==> src/rtl/dot_position_writer_pkg.sv <==
// Shared constants, FSM state type and coordinate helpers for the dot-position writer.
// The clamp helpers are only referenced when DOT_WRITER_CLAMP_EN is defined.
package dot_if_pkg;

  localparam int unsigned SCREEN_W = 640;
  localparam int unsigned SCREEN_H = 480;
  localparam int unsigned X_W      = 10;
  localparam int unsigned Y_W      = 9;
  localparam int unsigned IF_W     = 32;

  typedef enum logic [2:0] {
    IDLE,
    SCAN,
    SEND_X,
    SEND_Y,
    DONE
  } state_e;

  typedef struct packed {
    logic [X_W-1:0] x;
    logic [Y_W-1:0] y;
  } dot_pos_t;

  // Saturate the full unsigned CPU value to the visible area before narrowing.
  function automatic logic [X_W-1:0] clamp_x(input logic [IF_W-1:0] loc);
    return (loc > IF_W'(SCREEN_W - 1)) ? X_W'(SCREEN_W - 1) : loc[X_W-1:0];
  endfunction

  function automatic logic [Y_W-1:0] clamp_y(input logic [IF_W-1:0] loc);
    return (loc > IF_W'(SCREEN_H - 1)) ? Y_W'(SCREEN_H - 1) : loc[Y_W-1:0];
  endfunction

endpackage

==> src/rtl/dot_position_writer_if.sv <==
// CPU table-write bus and VGA dot-update bus of the dot-position writer.
// master = the writer itself, slave = CPU/VGA side.
interface dot_position_writer_if;
  import dot_if_pkg::*;

  logic            cpu_wren;
  logic            cpu_is_y;
  logic [IF_W-1:0] cpu_dot_id;
  logic [IF_W-1:0] cpu_loc;

  logic            dotWren;
  logic            is_Yloc;
  logic [IF_W-1:0] dotID;
  logic [IF_W-1:0] dotLoc;

  modport master (
    input  cpu_wren, cpu_is_y, cpu_dot_id, cpu_loc,
    output dotWren, is_Yloc, dotID, dotLoc
  );

  modport slave (
    output cpu_wren, cpu_is_y, cpu_dot_id, cpu_loc,
    input  dotWren, is_Yloc, dotID, dotLoc
  );

endinterface

==> src/rtl/dot_position_writer_shadow_table.sv <==
// Shadow (x,y) table with per-entry dirty bits and a snapshot/clear port.
// A CPU write that lands on the cycle an entry is cleared keeps the entry dirty.
module dot_shadow_table
  import dot_if_pkg::*;
#(
  parameter int unsigned NUM_DOTS = 70,
  parameter int unsigned X_RESET  = 320,
  parameter int unsigned Y_RESET  = 240
) (
  input  logic                                         clk,
  input  logic                                         reset,
  input  logic                                         wr_en_i,
  input  logic                                         wr_is_y_i,
  input  logic [((NUM_DOTS > 1) ? $clog2(NUM_DOTS) : 1)-1:0] wr_id_i,
  input  logic [X_W-1:0]                               wr_x_i,
  input  logic [Y_W-1:0]                               wr_y_i,
  input  logic [((NUM_DOTS > 1) ? $clog2(NUM_DOTS) : 1)-1:0] rd_idx_i,
  input  logic                                         clr_en_i,
  output dot_pos_t                                     rd_pos_c,
  output logic                                         rd_dirty_c
);

  dot_pos_t              table_q [NUM_DOTS];
  logic [NUM_DOTS-1:0]   dirty_q;

  // Write after clear so a same-cycle CPU write re-marks the entry dirty.
  always_ff @(posedge clk) begin
    if (reset) begin
      for (int i = 0; i < int'(NUM_DOTS); i++) begin
        table_q[i] <= '{x: X_W'(X_RESET), y: Y_W'(Y_RESET)};
      end
      dirty_q <= '0;
    end else begin
      if (clr_en_i) begin
        dirty_q[rd_idx_i] <= 1'b0;
      end
      if (wr_en_i) begin
        if (wr_is_y_i) begin
          table_q[wr_id_i].y <= wr_y_i;
        end else begin
          table_q[wr_id_i].x <= wr_x_i;
        end
        dirty_q[wr_id_i] <= 1'b1;
      end
    end
  end

  assign rd_pos_c   = table_q[rd_idx_i];
  assign rd_dirty_c = dirty_q[rd_idx_i];

endmodule

==> src/rtl/dot_position_writer.sv <==
// Frame-synchronous flusher of changed dot positions to the VGA controller.
// Optional coordinate clamping is enabled with the DOT_WRITER_CLAMP_EN macro.
module dot_position_writer
  import dot_if_pkg::*;
#(
  parameter int unsigned NUM_DOTS    = 70,
  parameter int unsigned HOLD_CYCLES = 4,
  parameter int unsigned X_RESET     = 320,
  parameter int unsigned Y_RESET     = 240
) (
  input  logic                 clk,
  input  logic                 reset,
  input  logic                 screenEnd,
  dot_position_writer_if.master bus,
  output logic                 busy,
  output logic                 frame_done,
  output logic                 id_err
);

  localparam int unsigned IDX_W = (NUM_DOTS > 1) ? $clog2(NUM_DOTS) : 1;
  localparam int unsigned CNT_W = (HOLD_CYCLES > 1) ? $clog2(HOLD_CYCLES) : 1;
  localparam logic [IDX_W-1:0] LAST_IDX = IDX_W'(NUM_DOTS - 1);
  localparam logic [CNT_W-1:0] LAST_CNT = CNT_W'(HOLD_CYCLES - 1);

  state_e              state_q, state_d;
  logic [IDX_W-1:0]    idx_q, idx_d;
  logic [CNT_W-1:0]    cnt_q, cnt_d;
  logic [Y_W-1:0]      y_snap_q, y_snap_d;
  logic                screen_end_q;
  logic                dot_wren_q, dot_wren_d;
  logic                is_y_q, is_y_d;
  logic [IF_W-1:0]     dot_id_q, dot_id_d;
  logic [IF_W-1:0]     dot_loc_q, dot_loc_d;
  logic                busy_q, busy_d;
  logic                frame_done_q, frame_done_d;
  logic                id_err_q, id_err_d;

  logic                start;
  logic                id_ok;
  logic                clr_en;
  logic [X_W-1:0]      wr_x;
  logic [Y_W-1:0]      wr_y;
  dot_pos_t            rd_pos;
  logic                rd_dirty;

  assign start    = screenEnd & ~screen_end_q;
  assign id_ok    = bus.cpu_dot_id < IF_W'(NUM_DOTS);
  assign id_err_d = bus.cpu_wren & ~id_ok;

`ifdef DOT_WRITER_CLAMP_EN
  assign wr_x = clamp_x(bus.cpu_loc);
  assign wr_y = clamp_y(bus.cpu_loc);
`else
  assign wr_x = bus.cpu_loc[X_W-1:0];
  assign wr_y = bus.cpu_loc[Y_W-1:0];
`endif

  dot_shadow_table #(
    .NUM_DOTS (NUM_DOTS),
    .X_RESET  (X_RESET),
    .Y_RESET  (Y_RESET)
  ) u_table (
    .clk        (clk),
    .reset      (reset),
    .wr_en_i    (bus.cpu_wren & id_ok),
    .wr_is_y_i  (bus.cpu_is_y),
    .wr_id_i    (IDX_W'(bus.cpu_dot_id)),
    .wr_x_i     (wr_x),
    .wr_y_i     (wr_y),
    .rd_idx_i   (idx_q),
    .clr_en_i   (clr_en),
    .rd_pos_c   (rd_pos),
    .rd_dirty_c (rd_dirty)
  );

  always_ff @(posedge clk) begin
    if (reset) begin
      state_q      <= IDLE;
      idx_q        <= '0;
      cnt_q        <= '0;
      y_snap_q     <= '0;
      screen_end_q <= 1'b0;
      dot_wren_q   <= 1'b0;
      is_y_q       <= 1'b0;
      dot_id_q     <= '0;
      dot_loc_q    <= '0;
      busy_q       <= 1'b0;
      frame_done_q <= 1'b0;
      id_err_q     <= 1'b0;
    end else begin
      state_q      <= state_d;
      idx_q        <= idx_d;
      cnt_q        <= cnt_d;
      y_snap_q     <= y_snap_d;
      screen_end_q <= screenEnd;
      dot_wren_q   <= dot_wren_d;
      is_y_q       <= is_y_d;
      dot_id_q     <= dot_id_d;
      dot_loc_q    <= dot_loc_d;
      busy_q       <= busy_d;
      frame_done_q <= frame_done_d;
      id_err_q     <= id_err_d;
    end
  end

  // Output registers are loaded on the transition into each state so they line up with it.
  always_comb begin
    state_d      = state_q;
    idx_d        = idx_q;
    cnt_d        = cnt_q;
    y_snap_d     = y_snap_q;
    dot_wren_d   = dot_wren_q;
    is_y_d       = is_y_q;
    dot_id_d     = dot_id_q;
    dot_loc_d    = dot_loc_q;
    busy_d       = busy_q;
    frame_done_d = 1'b0;
    clr_en       = 1'b0;

    unique case (state_q)
      IDLE: begin
        if (start) begin
          state_d = SCAN;
          idx_d   = '0;
          busy_d  = 1'b1;
        end
      end
      SCAN: begin
        if (rd_dirty) begin
          clr_en     = 1'b1;
          state_d    = SEND_X;
          cnt_d      = '0;
          y_snap_d   = rd_pos.y;
          dot_wren_d = 1'b1;
          is_y_d     = 1'b0;
          dot_id_d   = IF_W'(idx_q);
          dot_loc_d  = IF_W'(rd_pos.x);
        end else if (idx_q == LAST_IDX) begin
          state_d      = DONE;
          frame_done_d = 1'b1;
        end else begin
          idx_d = idx_q + IDX_W'(1);
        end
      end
      SEND_X: begin
        if (cnt_q == LAST_CNT) begin
          state_d   = SEND_Y;
          cnt_d     = '0;
          is_y_d    = 1'b1;
          dot_loc_d = IF_W'(y_snap_q);
        end else begin
          cnt_d = cnt_q + CNT_W'(1);
        end
      end
      SEND_Y: begin
        if (cnt_q == LAST_CNT) begin
          cnt_d      = '0;
          dot_wren_d = 1'b0;
          is_y_d     = 1'b0;
          dot_id_d   = '0;
          dot_loc_d  = '0;
          if (idx_q == LAST_IDX) begin
            state_d      = DONE;
            frame_done_d = 1'b1;
          end else begin
            state_d = SCAN;
            idx_d   = idx_q + IDX_W'(1);
          end
        end else begin
          cnt_d = cnt_q + CNT_W'(1);
        end
      end
      DONE: begin
        busy_d  = 1'b0;
        state_d = IDLE;
      end
      default: begin
        state_d = IDLE;
      end
    endcase
  end

  assign bus.dotWren = dot_wren_q;
  assign bus.is_Yloc = is_y_q;
  assign bus.dotID   = dot_id_q;
  assign bus.dotLoc  = dot_loc_q;
  assign busy        = busy_q;
  assign frame_done  = frame_done_q;
  assign id_err      = id_err_q;

endmodule

==> src/flat_wrapper.sv <==
// flat-port wrapper written by rule: the top's interface ports become plain ports
module dot_position_writer_flat import dot_if_pkg::*;
#(
  parameter int unsigned NUM_DOTS    = 70,
  parameter int unsigned HOLD_CYCLES = 4,
  parameter int unsigned X_RESET     = 320,
  parameter int unsigned Y_RESET     = 240
)
  (clk, reset, screenEnd, busy, frame_done, id_err, bus_cpu_wren, bus_cpu_is_y, bus_cpu_dot_id, bus_cpu_loc, bus_dotWren, bus_is_Yloc, bus_dotID, bus_dotLoc);
  dot_position_writer_if bus_i ();
  input  logic clk;
  input  logic reset;
  input  logic screenEnd;
  output logic busy;
  output logic frame_done;
  output logic id_err;
  input wire logic [$bits(bus_i.cpu_wren)-1:0] bus_cpu_wren;
  input wire logic [$bits(bus_i.cpu_is_y)-1:0] bus_cpu_is_y;
  input wire logic [$bits(bus_i.cpu_dot_id)-1:0] bus_cpu_dot_id;
  input wire logic [$bits(bus_i.cpu_loc)-1:0] bus_cpu_loc;
  output wire logic [$bits(bus_i.dotWren)-1:0] bus_dotWren;
  output wire logic [$bits(bus_i.is_Yloc)-1:0] bus_is_Yloc;
  output wire logic [$bits(bus_i.dotID)-1:0] bus_dotID;
  output wire logic [$bits(bus_i.dotLoc)-1:0] bus_dotLoc;
  assign bus_i.cpu_wren = bus_cpu_wren;
  assign bus_i.cpu_is_y = bus_cpu_is_y;
  assign bus_i.cpu_dot_id = bus_cpu_dot_id;
  assign bus_i.cpu_loc = bus_cpu_loc;
  assign bus_dotWren = bus_i.dotWren;
  assign bus_is_Yloc = bus_i.is_Yloc;
  assign bus_dotID = bus_i.dotID;
  assign bus_dotLoc = bus_i.dotLoc;
  dot_position_writer #(.NUM_DOTS(NUM_DOTS), .HOLD_CYCLES(HOLD_CYCLES), .X_RESET(X_RESET), .Y_RESET(Y_RESET)) u_core (.clk(clk), .reset(reset), .screenEnd(screenEnd), .bus(bus_i), .busy(busy), .frame_done(frame_done), .id_err(id_err));
endmodule
==> config.mk <==
export PLATFORM = sky130hd
export DESIGN_NAME = dot_position_writer_flat
export DESIGN_NICKNAME = d
export VERILOG_FILES = /design/src/rtl/dot_position_writer_pkg.sv /design/src/rtl/dot_position_writer_if.sv /design/src/rtl/dot_position_writer_shadow_table.sv /design/src/rtl/dot_position_writer.sv /design/src/flat_wrapper.sv
export SDC_FILE = /design/constraint.sdc
export NUM_CORES = 2
export LEC_CHECK = 0
export ABC_AREA = 0
export BUFFER_PORTS_ARGS = -buffer_cell sky130_fd_sc_hd__buf_2
export CAP_MARGIN = 15
export CELL_PAD_IN_SITES_DETAIL_PLACEMENT = 0
export CELL_PAD_IN_SITES_GLOBAL_PLACEMENT = 1
export CORE_MARGIN = 2
export CORE_UTILIZATION = 40
export CTS_BUF_LIST = sky130_fd_sc_hd__clkbuf_4
export DETAILED_ROUTE_END_ITERATION = 8
export PLACE_DENSITY = 0.59
export SYNTH_ARGS = -nofsm -noshare
export SYNTH_HDL_FRONTEND = slang
export SYNTH_HIERARCHICAL = 1
export SYNTH_SLANG_ARGS = --single-unit
==> constraint.sdc <==
create_clock -name clk -period 3.95 [get_ports clk]
set_input_delay 0.1975 -clock clk [delete_from_list [all_inputs] [get_ports clk]]
set_output_delay 0.1975 -clock clk [all_outputs]
set_load 0.02 [all_outputs]
Yosys cells after proc, flatten, opt, wreduce, memory -nomap -nowiden. Memory sizes are Yosys's and may differ from the RTL's. A register that Yosys moved wholly into a read port is not among the register bits. Cells that the tools add are included.

Register bits: 161. RAM bits: 1330. Output and inout port bits: 69. Memories kept: 1.

Memories: u_core.u_table.table_q (depth 70, bits a word 19, read ports 1, clocked after Yosys merged registers in 1, wr ports 70, line dot_position_writer_shadow_table.sv:23) `dot_pos_t table_q [NUM_DOTS];`.

Add/sub/neg operators: 2. Order comparisons: 5. Equality and inequality tests: 12. Mux-type cells: 59. Bitwise logic cells: 8. Reductions and logical operators: 17.

Operators by type and width (number): $mux W70 (3); $mux W32 (4); $pmux W32 S3 (1); $and A70 B70 Y70 (1); $not A70 Y70 (1); $or A70 B70 Y70 (1); $pmux W32 S2 (1); $mux W7 (7); $lt A32 B7 Y1 const B (1); $mux W1 (23); $pmux W7 S3 (1); $mux W19 (1); $reduce_or A19 Y1 (1); $mux W3 (6); $lt A7 B8 Y1 const B (2); $demux W1 S7 (2); $ge A7 B1 Y1 const B (2); $pmux W3 S4 (1); $reduce_and A4 Y1 (3); $ne A2 B1 Y1 const B (4); $add A7 B1 Y7 const B (1); $bmux W1 S7 (1); $eq A7 B7 Y1 const B (1); $eq A3 B2 Y1 const B (2); other kinds (19) (32).

Longest topological paths before layout.
Word-level depth: 10. Gate-level depth with buffers: 21. Gate-level depth less buffers: 13.

Hierarchy. The synthesis kept the hierarchy.

Modules (own cells, without submodules): dot_shadow_table (instances 1, cells each 7046, area an instance 107888.5 sq um, seq. area each 74431.4 sq um); dot_position_writer (instances 1, cells each 264, area an instance 2249.7 sq um, seq. area each 880.8 sq um).

Least setup slack after synthesis. OpenSTA, ideal clock, no wires.

Path kind: flip-flop to flip-flop. Start: reg u_core.idx_q[0]. End: reg u_core.u_table.dirty_q[64]. Library setup time: 0.116 ns. Arrival: 3.499 ns. Required time: 3.834 ns. Path slack: 0.335 ns. Stages on the path, launching flop included: 21. Cell sequence: dfxtp_1 -> buf_6 -> buf_6 -> buf_6 -> buf_6 -> buf_6 -> buf_4 -> mux2i_1 -> a211oi_1 -> a21oi_1 -> a21oi_1 -> o21ai_0 -> nand4_1 -> nor2b_1 -> nand2_1 -> inv_2 -> buf_2 -> and3_1 -> clkbuf_1 -> nand2_1 -> a31o_2.

Elaborated cells on any way between the ends: 15. Classes of those cells: 2 x order compare; 9 x mux; 3 x bitwise; 1 x reduce/logical.

RTL lines: start, declared (line dot_position_writer.sv:26) `logic [IDX_W-1:0] idx_q, idx_d;`; start signal, assigned (line dot_position_writer.sv:92) `idx_q <= idx_d;`; $bmux W1 S7 (*) (line dot_position_writer_shadow_table.sv:49) `assign rd_dirty_c = dirty_q[rd_idx_i];`; $mux W1 (not written as such) (*) (line dot_position_writer_shadow_table.sv:49); named net u_core.rd_dirty (line dot_position_writer.sv:44) `logic rd_dirty;`; $mux W1 (*) (line dot_position_writer.sv:129) `if (rd_dirty) begin`; $mux W1 (*) (line dot_position_writer.sv:120) `unique case (state_q)`; named net u_core.clr_en (line dot_position_writer.sv:40) `logic clr_en;`; $mux W70 (*) (line dot_position_writer_shadow_table.sv:34) `if (clr_en_i) begin`; $mux W70 (*) (line dot_position_writer_shadow_table.sv:28) `if (reset) begin`; $or A70 B70 Y70 (no source line); $mux W70 (*) (line dot_position_writer_shadow_table.sv:37) `if (wr_en_i) begin`; end signal, assigned (line dot_position_writer_shadow_table.sv:32) `dirty_q <= '0;`; end signal, assigned by index (line dot_position_writer_shadow_table.sv:35) `dirty_q[rd_idx_i] <= 1'b0;`; end signal, assigned by index (line dot_position_writer_shadow_table.sv:43) `dirty_q[wr_id_i] <= 1'b1;`; end, declared (line dot_position_writer_shadow_table.sv:24) `logic [NUM_DOTS-1:0] dirty_q;`.

The timed path passes the listed nets; every way through them passes the cells marked *. The select of a mux whose other input is x is not followed. A chain may end at the register's enable or synchronous reset.

Final worst setup path.
Start: reg u_core.idx_q[0]. End: reg u_core.y_snap_q[2].

Cells in the longest elaborated chain, start to end: 3.

Ends and longest elaborated chain: $bmux W1 S7 (line dot_position_writer_shadow_table.sv:49); $mux W1 (not written as such) (line dot_position_writer_shadow_table.sv:49); $reduce_and A2 Y1 (no source line); end signal, assigned (line dot_position_writer.sv:94) `y_snap_q <= y_snap_d;`; end, declared (line dot_position_writer.sv:28) `logic [Y_W-1:0] y_snap_q, y_snap_d;`.

Every way passes these cells. The select of a mux whose other input is x is not followed.

==> impl_results.md <==
* Outcome: finished clean
* Finished Core Util at 47.0%
* DR iter-0 viols at between 8000 and 9000
* Worst-Margin Slew at 1.20 ns
* Grt ovf at 0
* Die extent in y at 529 um
* Synth top cells by count: 2432 x edfxtp_1, 929 x and2_1, 421 x clkbuf_1, 389 x or3_1, 384 x nor2_1
* IO Pins at approximately 140
* Setup TNS Final at 0 ns
* Area Growth Syn to Fin at 16.8%
* Number of clock sinks at 2546
* CP Data Required Time at 5.35 ns
* R2R Path Start: u_core/idx_q[0]
* Setup crit end kind: flop
* Detailed-route via count at a little over 70000
* P_int at 44100 uW
* PortBufs at 68
* Initial Utilization at between 40% and 50%
* First-pass GRT wire length at approximately 550 mm
* Avg Cell Area, Syn at 15.1 sq um
* WL/cell at 31.5 um
* Final hold vios at 0
* Setup violations, final at 0
* Latest clock arrival within the worst-skew pair at 1.54 ns
* Worst r2r path cells at 10
* Largest net degree at the start of global routing at approximately 200
* Sw Ratio at 24.6%
* GRT Util Overall at roughly 28%
* Pwr Density at 455 nW/um^2
* Chip width at 529 um
* Worst vdd ir at between 200 and 300 uV
* Post-route DRC at 0
* Synth area leaders: edfxtp_1 66%, mux4_2 5.7%, and2_1 5.3%
* Worst reg2reg endpoint: u_core/y_snap_q[2]
* Clk network pwr share at between 40% and 50%
* Post-synth top area cell: edfxtp_1
* Leak pwr at around 0.043 uW
* Flop2flop setup slack at ~0.1 ns
* Share of cells above drive strength 1 at 28.1%
* Period utilization at approximately 98%
* Max-cap violation count at 0
* Fin cells at between 10000 and 15000
* Crit Path Category: flop to flop
* Min-Delay Path Class: input port to flop
* RSZ-0062 raised after global routing: false
* Routed vias/inst at 5.84
* Total wire length at 391 mm
* Die Area at 280000 sq um
* Antenna-violating nets left at 0
* Synth Instances at 7310
* Htree depth at 6
* Most frequent cell after synthesis: edfxtp_1
* Post-synth ARST share at 0%
* Timing endpoint of the critical path: u_core/y_snap_q[2]
* Worst setup SP type: flop
* Core area at 274000 sq um
* Site Rows at 192
* Sequential share of power at 52.0%
* Post-synthesis sequential area ratio at 68.4%
* # placed instances at approximately 11000
* Prevailing post-synth register cell: edfxtp_1
* Vias in the first global route at 72304
* Post-DP HPWL at ~250 mm
* Root buf cell: clkbuf_4
* Initial antenna violation count at 24
* Number of synthesized flops with an enable pin at 2432
* Synthesized cell area at 110000 sq um
* Layout Nets at approximately 8400
* # Post-CTS Setup Buffers at 0
* Syn. warnings at 6
* Worst Skew at between 0.1 and 0.15 ns
* Synth Register Bits at 2546
* Combinational group share of total power at 7.4%
* Clock buffer count from CTS at slightly below 700
* Switch Pwr at 14400 uW
* Crit-path max FO at 39
* Gpl congestion at 0.891
* Worst Setup SP: u_core/idx_q[0]
* CTS tree: done
* CTS max path bufs at 4
* Final period demand of the worst path at 3.85 ns
* Drt first pass iters at 9
* Clock slew seen by the registers of the worst setup and hold paths at approximately 0.07 ns
* Rel. slew slack at 20.1%
* Max-slew violations at 0
* Critical Path AT at roughly 5.3 ns
* FMAX at 260 MHz
* Synth unique cells at a little under 90
* Post-synth top area share at 66.3%
[stage by stage]
stage                     total power (uW)  hold slack, ns  setup WS, ns  instance area, sq um
after floorplan                      33200           0.296         0.335                110000
after global placement               35100           0.453       -0.0318                119000
after detailed placement             35200           0.451        0.0797                119000
after CTS                            59000         0.00413        0.0804                129000
after global routing                 60700           0.171       0.00812                129000
final                                58500           0.158        0.0985                129000
[cells by family after synthesis]
family	Yosys count	synth area share [%]
adders and majority gates	3	0.0341
and+or+nand+nor	2206	11.1
AOI/OAI and AO/OA	1164	7.31
other	1	0.00340
buffers and inverters	705	3.18
DFF	2546	68.4
muxes	685	9.94
[sequential cells by signal, summed over array words and instances, names as in the netlist, 2 cells and up]
name	cells
u_core/cnt_q	2
u_core/u_table/table_q	2432
u_core/idx_q	7
u_core/bus.dotID	7
u_core/y_snap_q	9
u_core/u_table/dirty_q	70
u_core/bus.dotLoc	10
u_core/state_q	3
[worst min-delay path by stage]
stage,end,start,cells after the start
2_1_floorplan,u_core/u_table/table_q[100][0],bus_cpu_loc[0],0
3_3_place_gp,u_core/u_table/dirty_q[41],u_core/u_table/dirty_q[41],2
3_5_place_dp,u_core/y_snap_q[2],u_core/y_snap_q[2],2
4_1_cts,u_core/u_table/table_q[109][17],bus_cpu_dot_id[6],6
5_1_grt,u_core/u_table/table_q[64][17],reset,3
6_report,u_core/u_table/dirty_q[24],bus_cpu_dot_id[6],7
[power by group through the flow]
stage	logic, uW	clock network [uW]	registers, uW
2_1_floorplan	2270	0	30900
3_3_place_gp	4180	0	31000
3_5_place_dp	4200	0	31000
4_1_cts	4310	24300	30400
5_1_grt	4520	25700	30400
6_report	4340	23700	30400
[metal layers]
layer | track usage (%) | share of wire (%) | vias to the layer above
met2 | 42.4 | 46 | 3522
met1 | 38.3 | 42 | 37595
met3 | 5.57 | 8.5 | 651
li1 | - | - | 30700
met4 | 11.1 | 3.9 | 8
met5 | 0 | 0.015 | -
[critical path, stage by stage (launching register included)]
cell     delay, ns
dfxtp_4       0.43
buf_12        0.21
buf_12        0.33
mux4_2        0.56
a22oi_1       0.39
a21oi_1       0.23
a31oi_1       0.38
and2_1        0.44
nand4_1       0.46
nand2_1       0.17
a21oi_1       0.07
[layout by cell type, fill, tap and decap left out, types with 20 or more instances in the layout]
| cell type | instances |
|---|---|
| buf_2 | 58 |
| o221ai_1 | 31 |
| mux4_2 | 280 |
| o211ai_1 | 45 |
| a221o_1 | 35 |
| mux2_2 | 107 |
| a22oi_1 | 178 |
| dlygate4sd3_1 | 52 |
| mux2i_1 | 268 |
| edfxtp_1 | 2432 |
| clkinv_1 | 95 |
| nor3_1 | 37 |
| a22o_1 | 34 |
| nor4_1 | 20 |
| clkbuf_4 | 1035 |
| nand2_1 | 187 |
| nand3_1 | 66 |
| a31oi_1 | 24 |
| conb_1 | 47 |
| inv_6 | 21 |
| buf_4 | 748 |
| dfxtp_1 | 107 |
| nand2b_1 | 50 |
| buf_12 | 72 |
| mux4_1 | 28 |
| and2_1 | 925 |
| a21oi_1 | 145 |
| nor2_1 | 380 |
| o22ai_1 | 86 |
| or3_1 | 389 |
| a221oi_1 | 159 |
| o21ai_0 | 275 |
[area by class of cell]
type	count	area (sq um)
fillers	24363	145000
flip-flops and latches	2546	75300
multi-input cells	4105	31700
repair buffers	947	8220
clock buffers	1035	7770
well taps	3589	4490
clock inverters	158	1020
inverters	14	66.3
diodes	8	20.0
[repair_timing]
action,4_1_cts,5_1_grt
hold buffers,63,0
endpoints found under the hold margin,4851,0
gates resized for setup,0,4
endpoints found under the setup margin,0,22
Power figures use the tool's default switching activity.
